<file path="src/rtl/pwm_fade_pkg.sv">
// Shared constants for the PWM fade bank: register map, CTRL bit positions
// and byte-lane helpers used by the register decode and the channels.
package pwm_fade_pkg;

  localparam logic [7:0] ADDR_TGT_LO = 8'h00;
  localparam logic [7:0] ADDR_TGT_HI = 8'h20;
  localparam logic [7:0] ADDR_CUR    = 8'h40;
  localparam logic [7:0] ADDR_CTRL   = 8'h60;
  localparam logic [7:0] ADDR_PRESC  = 8'h61;
  localparam logic [7:0] ADDR_INV_LO = 8'h62;
  localparam logic [7:0] ADDR_INV_HI = 8'h63;

  localparam int CTRL_EN      = 0;
  localparam int CTRL_FADE_EN = 1;

  // Registers wider than a byte are accessed as a low/high byte pair.
  function automatic logic [7:0] get_byte(input logic [15:0] v, input logic hi);
    return hi ? v[15:8] : v[7:0];
  endfunction

  function automatic logic [15:0] set_byte(input logic [15:0] v, input logic hi,
                                           input logic [7:0] b);
    logic [15:0] r;
    r = v;
    if (hi) r[15:8] = b;
    else    r[7:0]  = b;
    return r;
  endfunction

endpackage

</file>
<file path="src/rtl/pwm_fade_channel.sv">
// One PWM channel: target and live duty registers, fade stepping and the
// registered PWM output compared against the shared period counter.
module pwm_fade_channel
  import pwm_fade_pkg::*;
#(
  parameter int PWM_W = 8
) (
  input  logic             clk,
  input  logic             rst_n,
  input  logic             wr_lo,
  input  logic             wr_hi,
  input  logic [7:0]       wdata,
  input  logic             boundary,
  input  logic             step,
  input  logic             fade_en,
  input  logic             en,
  input  logic             inv,
  input  logic [PWM_W-1:0] ctr,
  output logic             pwm,
  output logic [PWM_W-1:0] tgt,
  output logic [PWM_W-1:0] cur
);

  // cur only moves on the boundary edge, so the duty never changes mid-period.
  always_ff @(posedge clk or negedge rst_n) begin
    if (!rst_n) begin
      tgt <= '0;
      cur <= '0;
      pwm <= 1'b0;
    end else begin
      if (wr_lo || wr_hi)
        tgt <= PWM_W'(set_byte(16'(tgt), wr_hi, wdata));
      if (boundary) begin
        if (!fade_en)
          cur <= tgt;
        else if (step) begin
          if (cur < tgt)      cur <= cur + PWM_W'(1);
          else if (cur > tgt) cur <= cur - PWM_W'(1);
        end
      end
      pwm <= en & ((ctr < cur) ^ inv);
    end
  end

endmodule

</file>
<file path="src/rtl/pwm_fade_bank.sv">
// NCH-channel PWM bank with glitch-free duty updates and a linear fade engine,
// programmed through a byte-wide register interface.
module pwm_fade_bank
  import pwm_fade_pkg::*;
#(
  parameter int NCH     = 8,
  parameter int PWM_W   = 8,
  parameter int PRESC_W = 8
) (
  input  logic           clk,
  input  logic           rst_n,
  input  logic           wen,
  input  logic [7:0]     addr,
  input  logic [7:0]     wdata,
  output logic [7:0]     rdata,
  output logic [NCH-1:0] pwm_o,
  output logic           period_start
);

  localparam logic [PWM_W-1:0] CTR_LAST = PWM_W'((2 ** PWM_W) - 2);

  logic [PWM_W-1:0]   ctr;
  logic [PRESC_W-1:0] pcnt;
  logic [PRESC_W-1:0] presc_q;
  logic [1:0]         ctrl_q;
  logic [NCH-1:0]     inv_q;
  logic [NCH-1:0]     wr_lo;
  logic [NCH-1:0]     wr_hi;
  logic [PWM_W-1:0]   tgt_arr [NCH];
  logic [PWM_W-1:0]   cur_arr [NCH];
  logic               boundary;
  logic               fade_en;
  logic               step;

  assign boundary = (ctr == CTR_LAST);
  assign fade_en  = ctrl_q[CTRL_FADE_EN];
  assign step     = boundary & fade_en & (pcnt == presc_q);

  always_comb begin
    wr_lo = '0;
    wr_hi = '0;
    for (int i = 0; i < NCH; i++) begin
      if (wen && addr[7:5] == ADDR_TGT_LO[7:5] && addr[4:0] == 5'(i))
        wr_lo[i] = 1'b1;
      if (PWM_W > 8 && wen && addr[7:5] == ADDR_TGT_HI[7:5] && addr[4:0] == 5'(i))
        wr_hi[i] = 1'b1;
    end
  end

  // The counter free-runs independently of EN; pcnt advances only on boundaries.
  always_ff @(posedge clk or negedge rst_n) begin
    if (!rst_n) begin
      ctr          <= '0;
      pcnt         <= '0;
      period_start <= 1'b0;
    end else begin
      ctr          <= boundary ? '0 : ctr + PWM_W'(1);
      period_start <= (ctr == '0);
      if (boundary && fade_en)
        pcnt <= (pcnt == presc_q) ? '0 : pcnt + PRESC_W'(1);
    end
  end

  always_ff @(posedge clk or negedge rst_n) begin
    if (!rst_n) begin
      ctrl_q  <= '0;
      presc_q <= '0;
      inv_q   <= '0;
    end else if (wen) begin
      if (addr == ADDR_CTRL)  ctrl_q  <= wdata[1:0];
      if (addr == ADDR_PRESC) presc_q <= PRESC_W'(wdata);
      if (addr == ADDR_INV_LO || addr == ADDR_INV_HI)
        inv_q <= NCH'(set_byte(16'(inv_q), addr[0], wdata));
    end
  end

  for (genvar g = 0; g < NCH; g++) begin : g_ch
    pwm_fade_channel #(.PWM_W(PWM_W)) u_ch (
      .clk      (clk),
      .rst_n    (rst_n),
      .wr_lo    (wr_lo[g]),
      .wr_hi    (wr_hi[g]),
      .wdata    (wdata),
      .boundary (boundary),
      .step     (step),
      .fade_en  (fade_en),
      .en       (ctrl_q[CTRL_EN]),
      .inv      (inv_q[g]),
      .ctr      (ctr),
      .pwm      (pwm_o[g]),
      .tgt      (tgt_arr[g]),
      .cur      (cur_arr[g])
    );
  end

  always_comb begin
    rdata = 8'h00;
    for (int i = 0; i < NCH; i++) begin
      if (addr[4:0] == 5'(i)) begin
        if (addr[7:5] == ADDR_TGT_LO[7:5])
          rdata = get_byte(16'(tgt_arr[i]), 1'b0);
        else if (PWM_W > 8 && addr[7:5] == ADDR_TGT_HI[7:5])
          rdata = get_byte(16'(tgt_arr[i]), 1'b1);
        else if (addr[7:5] == ADDR_CUR[7:5])
          rdata = get_byte(16'(cur_arr[i]), 1'b0);
      end
    end
    if (addr == ADDR_CTRL)
      rdata = {6'b0, ctrl_q};
    else if (addr == ADDR_PRESC)
      rdata = 8'(presc_q);
    else if (addr == ADDR_INV_LO || addr == ADDR_INV_HI)
      rdata = get_byte(16'(inv_q), addr[0]);
  end

endmodule

</file>
<file path="config.mk">
export PLATFORM = sky130hd
export DESIGN_NAME = pwm_fade_bank
export DESIGN_NICKNAME = d
export VERILOG_FILES = /design/src/rtl/pwm_fade_pkg.sv /design/src/rtl/pwm_fade_channel.sv /design/src/rtl/pwm_fade_bank.sv
export SDC_FILE = /design/constraint.sdc
export NUM_CORES = 1
export LEC_CHECK = 0
export CORE_UTILIZATION = 50
export DETAILED_ROUTE_END_ITERATION = 12
export PLACE_DENSITY = 0.68
export SLEW_MARGIN = 5
export SYNTH_ARGS = -nofsm -noshare
export SYNTH_HDL_FRONTEND = slang
export SYNTH_SLANG_ARGS = --single-unit
</file>
<file path="constraint.sdc">
create_clock -name clk -period 9.9 [get_ports clk]
set_input_delay 1.98 -clock clk [delete_from_list [all_inputs] [get_ports clk]]
set_output_delay 1.98 -clock clk [all_outputs]
set_load 0.005 [all_outputs]
</file>
-- Yosys cells after proc, flatten, opt, wreduce, memory -nomap -nowiden
Cells that the tools add are included.
- memories: 0
- logic and storage cells: 209
- register bits after elaboration: 171
- bits of input ports: 19
- bits in read-only memories: 0
- bits in writable memories: 0
- output and inout bits: 17
- latch bits: 0
- reductions and logical operators: 25
- multiplexer cells: 70
- shifts and indexed selects: 0
- divide/modulo/power cells: 0
- bitwise logic cells: 19
- eq/ne operators: 23
- magnitude comparators: 24
- $add $sub $neg: 18
- multipliers: 0
- operators with widths (cell ; count):
    $mux W8 ; 62
    $lt A8 B8 Y1 ; 16
    $add A8 B1 Y8 const B ; 10
    $gt A8 B8 Y1 ; 8
    $sub A8 B1 Y8 const B ; 8
    $eq A8 B7 Y1 const B ; 4
    $reduce_and A3 Y1 ; 9
    $ne A3 B1 Y1 const B ; 8
    $eq A5 B3 Y1 const B ; 4
    $and A1 B1 Y1 ; 10
    $eq A5 B2 Y1 const B ; 2
    $logic_and A1 B1 Y1 ; 10
    $eq A8 B8 Y1 ; 1
    $eq A8 B8 Y1 const B ; 1
    $logic_not A8 Y1 ; 1
    $mux W1 ; 8
    $xor A1 B1 Y1 ; 8
    $eq A5 B1 Y1 const B ; 1
    $logic_not A5 Y1 ; 1
    $reduce_and A2 Y1 ; 2
    $eq A3 B2 Y1 const B ; 1
    $logic_not A3 Y1 ; 1
    $ne A2 B1 Y1 const B ; 1
    $logic_or A1 B1 Y1 ; 1
    $not A1 Y1 ; 1

-- Depth between registers and ports, before layout
Gate-level depths: netlist of run 1.
- depth after elaboration: 28
- mapped depth: 14
- gate-level depth less buffers: 14

-- Modules after synthesis
Synthesis of run 1 repeated with hierarchy kept, for this count alone.
- cells, all modules: 1574
- area total of the unflattened synthesis: 14418.8 sq um
- modules (own cells, without submodules) (module ; cells an instance ; times used ; area an instance (sq um) ; sequential area each (sq um)):
    pwm_fade_channel (g_ch[0].u_ch ...) ; 150 ; 4 ; 1395.1 ; 425.4
    pwm_fade_channel (g_ch[5].u_ch ...) ; 155 ; 3 ; 1406.3 ; 425.4
    pwm_fade_bank ; 355 ; 1 ; 3218.1 ; 875.8
    pwm_fade_channel (g_ch[4].u_ch) ; 154 ; 1 ; 1401.3 ; 425.4

-- Worst setup path before layout of run 1
OpenSTA, ideal clock, no wires.
- kind: input to output
- start point: input port addr[3]
- end point: output port rdata[5]
- data required time: 7.920 ns
- cell stages on the path: 7
- arrival time: 3.400 ns
- setup slack: 4.520 ns
- path buffers: 1
- path through: nor2_1 > and3_1 > clkbuf_1 > a22oi_1 > o31ai_1 > o22ai_1 > a31oi_1
- word-level cells in the longest chain between the ends: 26
- elaborated cells between the ends (all ways): 38
- those cells by class: eq/ne: 11; mux: 25; reduce/logical: 2
- ends and longest elaborated chain (element ; line ; source):
    start: declaration ; pwm_fade_bank.sv:13 ; input logic [7:0] addr,
    $logic_not A5 Y1 ; pwm_fade_bank.sv:99 ; if (addr[4:0] == 5'(i)) begin
    $mux W8 ; pwm_fade_bank.sv:99 ;
    $mux W8 ; pwm_fade_bank.sv:104 ; else if (addr[7:5] == ADDR_CUR[7:5])
    $mux W8 ; pwm_fade_bank.sv:100 ; if (addr[7:5] == ADDR_TGT_LO[7:5])
    $mux W8 ; pwm_fade_bank.sv:99 ;
    $mux W8 ; pwm_fade_bank.sv:104 ;
    $mux W8 ; pwm_fade_bank.sv:100 ;
    $mux W8 ; pwm_fade_bank.sv:99 ;
    [... 10 more ...] ; - ;
    $mux W8 ; pwm_fade_bank.sv:100 ;
    $mux W8 ; pwm_fade_bank.sv:99 ;
    $mux W8 ; pwm_fade_bank.sv:104 ;
    $mux W8 ; pwm_fade_bank.sv:100 ;
    $mux W8 ; pwm_fade_bank.sv:99 ;
    $mux W8 ; pwm_fade_bank.sv:112 ; else if (addr == ADDR_INV_LO || addr == ADDR_INV_HI)
    $mux W8 ; pwm_fade_bank.sv:110 ; else if (addr == ADDR_PRESC)
    $mux W8 * ; pwm_fade_bank.sv:108 ; if (addr == ADDR_CTRL)
    end: declaration ; pwm_fade_bank.sv:15 ; output logic [7:0] rdata,
Every way passes the cells marked *; elsewhere a longest branch is shown, timed or not.

-- Worst setup path after layout of run 1
- start point: input port addr[0]
- end point: output port rdata[5]
The elaborated chain is that of the path after synthesis.

==> impl_results.md, run 1 <==
- Detailed placer's ending HPWL: between 20 and 30 mm
- Leading cell types in the layout, fill and taps excluded: ha_1, dfrtp_1, inv_1
- DP Area: between 0.01 and 0.015 mm2
- Final Instance Area: approximately 0.015 mm2
- Number of remaining DRC errors: 0
- Routed WL: 40.9 mm
- Status: finished clean
- Post-Place Setup Slack: approximately 2.7 ns
- CP required: ~7.9 ns
- Fraction of layout cells with a size suffix above 1: roughly a tenth
- DR vias: 11.4k
- Dominant synthesized flop cell: dfrtp_1
- Net Count, Synth: between 1.5k and 2k
- Setup TNS: 0 ns
- Max Transition Viols Final: 0
- Vias in the first global route: approximately 11k
- Top cells by area, synth: dfrtp_1, ha_1, mux2i_1, mux2_2, inv_1
- Hold_ws: between 0.5 and 0.6 ns
- Number of synthesized flops with an enable pin: 0
- Pwr Density: 120 mW/mm2
- CTS sink cnt: 171
- First-pass GRT wire length: 64.9 mm
- Core area: 0.0270 mm2
- Post-synth top area cell: dfrtp_1
- Worst Path Max Fanout: 21
- Worst slew margin: 35.6%
- Share of the synthesized area in the top cell type: between 30% and 40%
- Achievable clock frequency: 0.138 GHz
- Pre-Repair DR Iteration Count: 5
- Worst-Skew Late Latency: about 0.45 ns
- Static Leak: 6.80 nW
- Syn Inst Count: about 1.5k
- Vias per cell: 6.08
- 1st-iter DRT viols: roughly 750
- RD Place Congestion: 0.922
- Layout area overhead: 8.44%
- Post-route ant nets: 0
- Worst setup EP type: primary output
- Placed insts: about 1.8k
- Yosys synthesis warning count: 0
- Die W: about 170 um
- Pin count of the biggest net entering global routing: between 70 and 80
- N_diodes: 0
- Sequential area share after synthesis: between 30% and 40%
- Post-synthesis cell type count: 66
- Clk slew on worst S/H paths: ~0.080 ns
- CTS Hold Bufs: 0
- Row cnt: 60
- TritonCTS clock tree: done
- Post-Layout Cell Count: ~1.9k
- Synth async-reset ratio: 100%
- I/O Buffers: 35
- WL per Instance: between 20 and 25 um
- Min-delay worst type: reg2reg
- Max IR drop VDD: between 90 and 100 uV
- RSZ-0062 raised after global routing: no
- Grt total ovfl: 0
- Postcts setup bufs: 0
- Synthesized flop and latch total: between 150 and 200
- Worst Setup Path Type: in2out
- Hold Fails Final Rpt: 0
- Die Ht: ~170 um
- Final setup viols: 0
- Critical Path Source Type: input port
- CTS root buffer: clkbuf_16
- Skew final: between 0.015 and 0.02 ns
- Tcrit/Tclk final: roughly 73%
- Worst-margin pin slew: 0.966 ns
- Syn Std Cell Area: about 0.014 mm2
- Initial Util: between 50% and 60%
- Synthesized area per cell: approximately 9 um2
- Number of max-cap violations: 0
- Final setup margin: about 2.6 ns
- Initial antenna violation count: 0
- CTS buffer count: 17
- Htree depth: 4
- GRT Overall Usage: a little under a third
- WP data arrival: about 5.3 ns
- Max clock buf depth: 2
- Area of the die: ~0.028 mm2
- Layout Nets: between 1.5k and 2k
- Post-cts sizing count: 0
- Tmin final: 7.27 ns
- # IOs: 36
- Most common cell after layout, fill and taps aside: ha_1
[routing by layer]
layer / GRT usage [%] / share of wire [%] / vias to the layer above
met5: 0 / 0 / -
met4: 11.9 / 3.4 / 0
met3: 3.46 / 4.6 / 91
met2: 50.4 / 47 / 333
met1: 39.6 / 45 / 5576
li1: - / - / 5417
[sequential cells by signal, summed over array words and instances, names as in the netlist]
name,cells
g_ch.u_ch.cur,64
g_ch.u_ch.tgt,64
ctr,8
g_ch.u_ch.pwm,8
inv_q,8
pcnt,8
presc_q,8
ctrl_q,2
period_start,1
[power breakdown]
part	internal (W)	total, W	switching, W
Sequential	0.000715	0.000741	0.0000255
Combinational	0.000136	0.000337	0.000201
Clock	0.000383	0.000717	0.000335
Total	0.00123	0.00179	0.000561
[metrics by stage]
step | utilization [%] | power, W
after floorplan | - | 0.000990
after global placement | 53.3 | 0.00108
after detailed placement | 53.3 | 0.00109
after CTS | 55.5 | 0.00180
after global routing | 55.5 | 0.00187
final | 55.5 | 0.00179
[area by class of cell]
type / count / area, um2
Fill cell: 2437 / 12000
Multi-Input combinational cell: 1142 / 8730
Sequential cell: 171 / 4280
Inverter: 148 / 556
Tap cell: 341 / 427
Clock buffer: 17 / 425
Timing Repair Buffer: 43 / 409
Clock inverter: 15 / 179
[worst max-delay path, cell delays in order]
cell	delay, ns
clkdlybuf4s50_1	0.78
nor3_1	0.60
and2_1	0.46
a22oi_1	0.13
o22ai_1	0.25
o22ai_1	0.14
a31oi_1	0.37
clkdlybuf4s50_1	0.58
[cells by family after synthesis]
kind of cell               count (synthesis)  synth area share (%)
AOI/OAI and AO/OA                        374                  17.3
and+or+nand+nor                          360                  12.2
buffers and inverters                    206                  6.00
adders and majority gates                180                  16.7
DFF                                      171                  30.9
muxes                                    165                  13.0
xor gates and xnor gates                  63                  3.99
[Yosys cell counts, types with 17 or more instances]
library cell	count
ha_1	172
dfrtp_1	171
inv_1	147
nand2_1	127
a21oi_1	107
nor2_1	91
mux2i_1	86
o21ai_0	85
mux2_2	75
nand3_1	41
xnor2_1	34
xor2_1	29
clkbuf_1	26
a21o_1	24
nand2b_1	21
nor3_1	21
o22ai_1	19
o211ai_1	18
o21ai_1	18
o21bai_1	17
[worst paths after layout]
kind	start	to	slack, ns	depth (start not counted)
max in group asynchronous	rst_n	ctrl_q[1]	7.17	2
min reg2reg	pcnt[6]	pcnt[6]	0.53	1
min in group asynchronous	rst_n	g_ch[2].u_ch.cur[1]	1.40	1
max reg2reg	ctr[4]	g_ch[1].u_ch.cur[6]	6.62	7
max	addr[0]	rdata[5]	2.63	8
min	pcnt[6]	pcnt[6]	0.53	1
Note: power is estimated with default switching activity, not from simulation.
==> inputs of run 2 (changes only) <==
Clock period 9.9 ns to 7.2 ns, I/O delays scaled along.
==> run 2 against run 1 <==
Against the previous run: register-to-register slack got worse by 2.7 ns; setup slack got worse by 1.6 ns; highest routed layer unchanged; cell count barely moved; utilization barely moved; critical path type unchanged; via count fell by 0.98%; first-iteration DRC count rose by 7.0%; clock skew rose by 0.00096 ns.
==> impl_results.md, run 2 (synthesis gave the netlist of run 1 again) <==
- CP max stage cell: clkdlybuf4s50_1
- Max IR drop VDD: about 160 uV
- Worst slew margin: 33.3%
- Row cnt: 60
- # IOs: 36
- Largest registers: g_ch.u_ch.cur (64), g_ch.u_ch.tgt (64)
- CTS root buffer: clkbuf_16
- First-pass GRT wire length: ~63 mm
- Critical Path Source Type: input port
- 1st-iter DRT viols: 806
- Die W: approximately 170 um
- Final setup viols: 0
- Core area: about 0.027 mm2
- Detailed placer's ending HPWL: around 29 mm
- Tcrit/Tclk final: 85.6%
- Hold Fails Final Rpt: 0
- CP peak stage delay: just over 0.8 ns
- Min-delay worst type: reg2reg
- CTS sink cnt: about 170
- Layout area overhead: 8.38%
- Area of the die: roughly 0.028 mm2
- Initial antenna violation count: 0
- Max clock buf depth: 2
- Post-route ant nets: 0
- Post-Place Setup Slack: between 1 and 1.5 ns
- Vias per cell: between 6 and 7
- WL per Instance: between 20 and 25 um
- Pre-Repair DR Iteration Count: 6
- Pwr Density: ~160 mW/mm2
- Postcts setup bufs: 0
- Worst Setup Path Type: in2out
- Worst-margin pin slew: approximately 1 ns
- Leading cell types in the layout, fill and taps excluded: ha_1, dfrtp_1, inv_1
- Fraction of layout cells with a size suffix above 1: a little under a tenth
- Crit-path cells: clkdlybuf4s50_1 > nor3_1 > and2_1 > a22oi_1 > o31ai_1 > o22ai_1 > a31oi_1 > clkdlybuf4s50_1
- RSZ-0062 raised after global routing: no
- Skew final: 0.0181 ns
- CP required: about 5.8 ns
- Layout filler cell count: 2426
- Most used cell, CP: clkdlybuf4s50_1
- Most common cell after layout, fill and taps aside: ha_1
- DR vias: between 10k and 15k
- Achievable clock frequency: roughly 0.16 GHz
- Status: finished clean
- Htree depth: 4
- Setup TNS: 0 ns
- CTS buffer count: 17
- Final setup margin: just over 1 ns
- Layout Nets: 1721
- Number of remaining DRC errors: 0
- Vias in the first global route: 11.2k
- DP Area: about 0.014 mm2
- RD Place Congestion: 0.925
- Routed WL: around 40 mm
- Worst Path Max Fanout: 21
- Worst setup EP type: primary output
- Clk slew on worst S/H paths: about 0.080 ns
- Static Leak: between 6 and 7 nW
- Tmin final: just over 6 ns
- I/O Buffers: 35
- Worst path top cell family by delay: buffers and inverters
- GRT Overall Usage: ~30%
- TritonCTS clock tree: done
- CTS Hold Bufs: 0
- Grt total ovfl: 0
- CP bufs+invs: 2
- Die Ht: about 170 um
- Post-cts sizing count: 0
- Initial Util: about 50%
- N_diodes: 0
- Final Instance Area: around 0.015 mm2
- Worst-Skew Late Latency: approximately 0.46 ns
- WP data arrival: roughly 4.7 ns
- Max Transition Viols Final: 0
- Fin util: 55.5%
- Number of max-cap violations: 0
- Pin count of the biggest net entering global routing: 99
run 2: changes by cell type in the layout (fill, tap and decap cells not counted), sizes merged:
cell      previous run  this run
buf                 10         9
clkinv               1         2
clkinvlp             4         1
inv                156       157
clkbuf              17        18
run 2: worst paths after layout:
path	slack (ns)	endpoint	from	cells after the start
worst min register to register	0.51	pcnt[7]	pcnt[7]	1
min in group asynchronous	1.10	g_ch[2].u_ch.tgt[2]	rst_n	1
worst min-delay path	0.51	pcnt[7]	pcnt[7]	1
worst max register to register	3.95	g_ch[5].u_ch.cur[7]	g_ch[5].u_ch.cur[1]	12
max in group asynchronous	4.54	g_ch[7].u_ch.tgt[6]	rst_n	2
worst max-delay path	1.04	rdata[5]	addr[0]	8
run 2: final cells by class:
type	count	area [um2]	area share, %
clock buffers	18	429	2.86
well taps	341	427	2.84
flip-flops and latches	171	4280	28.6
multi-input cells	1142	8730	58.2
clock inverters	14	174	1.16
repair buffers	42	402	2.68
inverters	148	556	3.70
run 2: power by group:
part           internal [W]  total [W]  switching, W
Sequential         0.000983    0.00102     0.0000331
Combinational      0.000186   0.000459      0.000274
Clock              0.000528   0.000980      0.000452
Total               0.00170    0.00246      0.000759
run 2: routing by layer:
metal	part of all wire, %	global-route usage (%)	up-vias
met4	3.6	12.2	0
met3	5.3	4.42	77
met5	0	0	-
li1	-	-	5405
met1	45	39.3	5474
met2	47	48.4	349
run 2: stage by stage:
stage	std cells	hold slack (ns)	power [W]
3_3_place_gp	1844	0.495	0.00148
5_1_grt	1876	0.546	0.00257
4_1_cts	1876	0.514	0.00247
3_5_place_dp	1844	0.503	0.00149
6_report	1876	0.514	0.00246
2_1_floorplan	1519	0.468	0.00136
==> inputs of run 3 (changes only) <==
Settings changed: REMOVE_ABC_BUFFERS set to 1.
==> run 3 against run 2 <==
Against the previous run: final area down 0.25%; clock-buffer cell count is 1 higher; clock skew is 0.0013 ns higher; register-to-register slack gained 0.05 ns; cell count shrank 0.16%; combinational power hardly changed; highest routed layer unchanged; clock power down 5.7%; sequential share of layout area increased by 0.072 points.
==> impl_results.md, run 3 (synthesis gave the netlist of run 1 again) <==
- RSZ-0062 raised after global routing: no
- Number of max-cap violations: 0
- Combinational share of power: between 10% and 20%
- Vias per cell: a little over 6
- Grt total ovfl: 0
- Initial antenna violation count: 0
- CTS buffer count: 17
- Worst path top cell family by delay: buffers and inverters
- N_diodes: 0
- Max clock buf depth: 2
- Tmin final: 5.85 ns
- Hold Fails Final Rpt: 0
- Pre-Repair DR Iteration Count: 7
- CP required: around 5.8 ns
- First-pass GRT wire length: ~64 mm
- Reg2Reg Setup Slack: ~4.0 ns
- TritonCTS clock tree: done
- # IOs: 36
- Worst Path Max Fanout: 10
- I/O Buffers: 35
- Crit-path cells: clkdlybuf4s50_1 > nor2b_1 > nand3_1 > o221ai_1 > a211o_1 > o221ai_1 > a21oi_1 > clkdlybuf4s50_1
- WP data arrival: approximately 4.4 ns
- CP max stage cell: clkdlybuf4s50_1
- Max IR drop VDD: 126 uV
- Skew final: ~0.02 ns
- Vias in the first global route: between 10k and 15k
- CTS root buffer: clkbuf_16
- Postcts setup bufs: 0
- CP peak stage delay: 0.55 ns
- CTS Hold Bufs: 0
- Initial Util: between 50% and 60%
- Worst-Skew Late Latency: between 0.4 and 0.5 ns
- Worst setup EP type: primary output
- Die W: ~170 um
- Die Ht: between 150 and 200 um
- Layout Nets: between 1.5k and 2k
- CP bufs+invs: 2
- Worst-margin pin slew: a little over 0.9 ns
- Setup TNS: 0 ns
- WL per Instance: 21.3 um
- Max Transition Viols Final: 0
- Post-route ant nets: 0
- RD Place Congestion: 0.987
- Layout area overhead: 8.11%
- Leading cell types in the layout, fill and taps excluded: ha_1, dfrtp_1, inv_1
- Worst r2r dst: g_ch[2].u_ch.cur[7]
- Reg2Reg Launch Point: g_ch[2].u_ch.cur[3]
- Pin count of the biggest net entering global routing: 70
- Final setup viols: 0
- Htree depth: 4
- Achievable clock frequency: 0.171 GHz
- Clk slew on worst S/H paths: roughly 0.06 ns
- P_sw: 0.000718 W
- Worst slew margin: between 30% and 40%
- Row cnt: 60
- Hold_sp: pcnt[7]
- Area of the die: about 0.028 mm2
- 1st-iter DRT viols: 843
- Status: finished clean
- Sequential power share: approximately 42%
- Int Pwr: 0.00169 W
- Hold_ws: approximately 0.52 ns
- Clock network power share: 38.4%
- Hold Path Sink: pcnt[7]
- Largest registers: g_ch.u_ch.cur (64), g_ch.u_ch.tgt (64)
- Switching share of power: between 20 and 30%
- Min-delay worst type: reg2reg
- Most common cell after layout, fill and taps aside: ha_1
- DR vias: approximately 11k
- GRT Overall Usage: approximately 29%
- Static Leak: about 6.8 nW
- Number of remaining DRC errors: 0
- Worst Setup Path Type: in2out
- Core area: 0.0270 mm2
- Fin util: 55.4%
- Hold depth: 1
- Critical Path Source Type: input port
- Routed WL: between 30 and 40 mm
- CTS sink cnt: 171
- Tcrit/Tclk final: between 80 and 90%
- Worst R2R Path Depth: 12
- Detailed placer's ending HPWL: 28.6 mm
- Pwr Density: ~160 mW/mm2
- Post-cts sizing count: 0
- Fraction of layout cells with a size suffix above 1: 9.14%
[run 3: cell count changes in the layout (fill, tap and decap cells not counted)]
| cell | delta |
|---|---|
| inv_6 | -4 |
| inv_8 | -4 |
| clkbuf_8 | +2 |
| clkinv_2 | +2 |
| buf_6 | -1 |
| clkinv_4 | +1 |
| clkinvlp_4 | +1 |
[run 3: layout make-up]
class	instances	area (um2)
fillers	2405	12100
clock buffers	19	443
clock inverters	10	120
repair buffers	42	404
well taps	341	427
multi-input cells	1142	8730
inverters	148	556
flip-flops and latches	171	4280
[run 3: power by group through the flow]
stage / combinational, W / clock [W] / sequential, W
global placement: 0.000446 / 0 / 0.00104
finish: 0.000462 / 0.000924 / 0.00102
detailed placement: 0.000459 / 0 / 0.00104
CTS: 0.000462 / 0.000926 / 0.00102
floorplan: 0.000322 / 0 / 0.00102
global route: 0.000515 / 0.000966 / 0.00102
[run 3: through the flow]
stage               total power, W  cell area [um2]  setup WS (ns)  cells
floorplan                  0.00135            13600           2.56   1461
global placement           0.00148            14400           1.47   1844
detailed placement         0.00150            14400           1.50   1844
CTS                        0.00241            15000           1.48   1873
global route               0.00250            15000           1.23   1873
finish                     0.00241            15000           1.35   1873
[run 3: how the worst max path moves through the flow]
stage               slack (ns)      start  cells past startpoint       end
detailed placement        1.50    addr[2]                      8  rdata[2]
floorplan                 2.56  ctrl_q[1]                      2  rdata[1]
CTS                       1.48    addr[2]                      8  rdata[2]
global route              1.23    addr[0]                     10  rdata[7]
finish                    1.35    addr[2]                      8  rdata[3]
global placement          1.47    addr[2]                      8  rdata[4]
[run 3: metal layers]
| layer | global-route usage (%) | vias up | wire length [um] |
|---|---|---|---|
| li1 | - | 5422 | - |
| met1 | 40.1 | 5636 | 18300 |
| met2 | 48.0 | 333 | 18600 |
| met3 | 3.48 | 65 | 1950 |
| met4 | 9.17 | 0 | 994 |
| met5 | 0 | - | 0 |
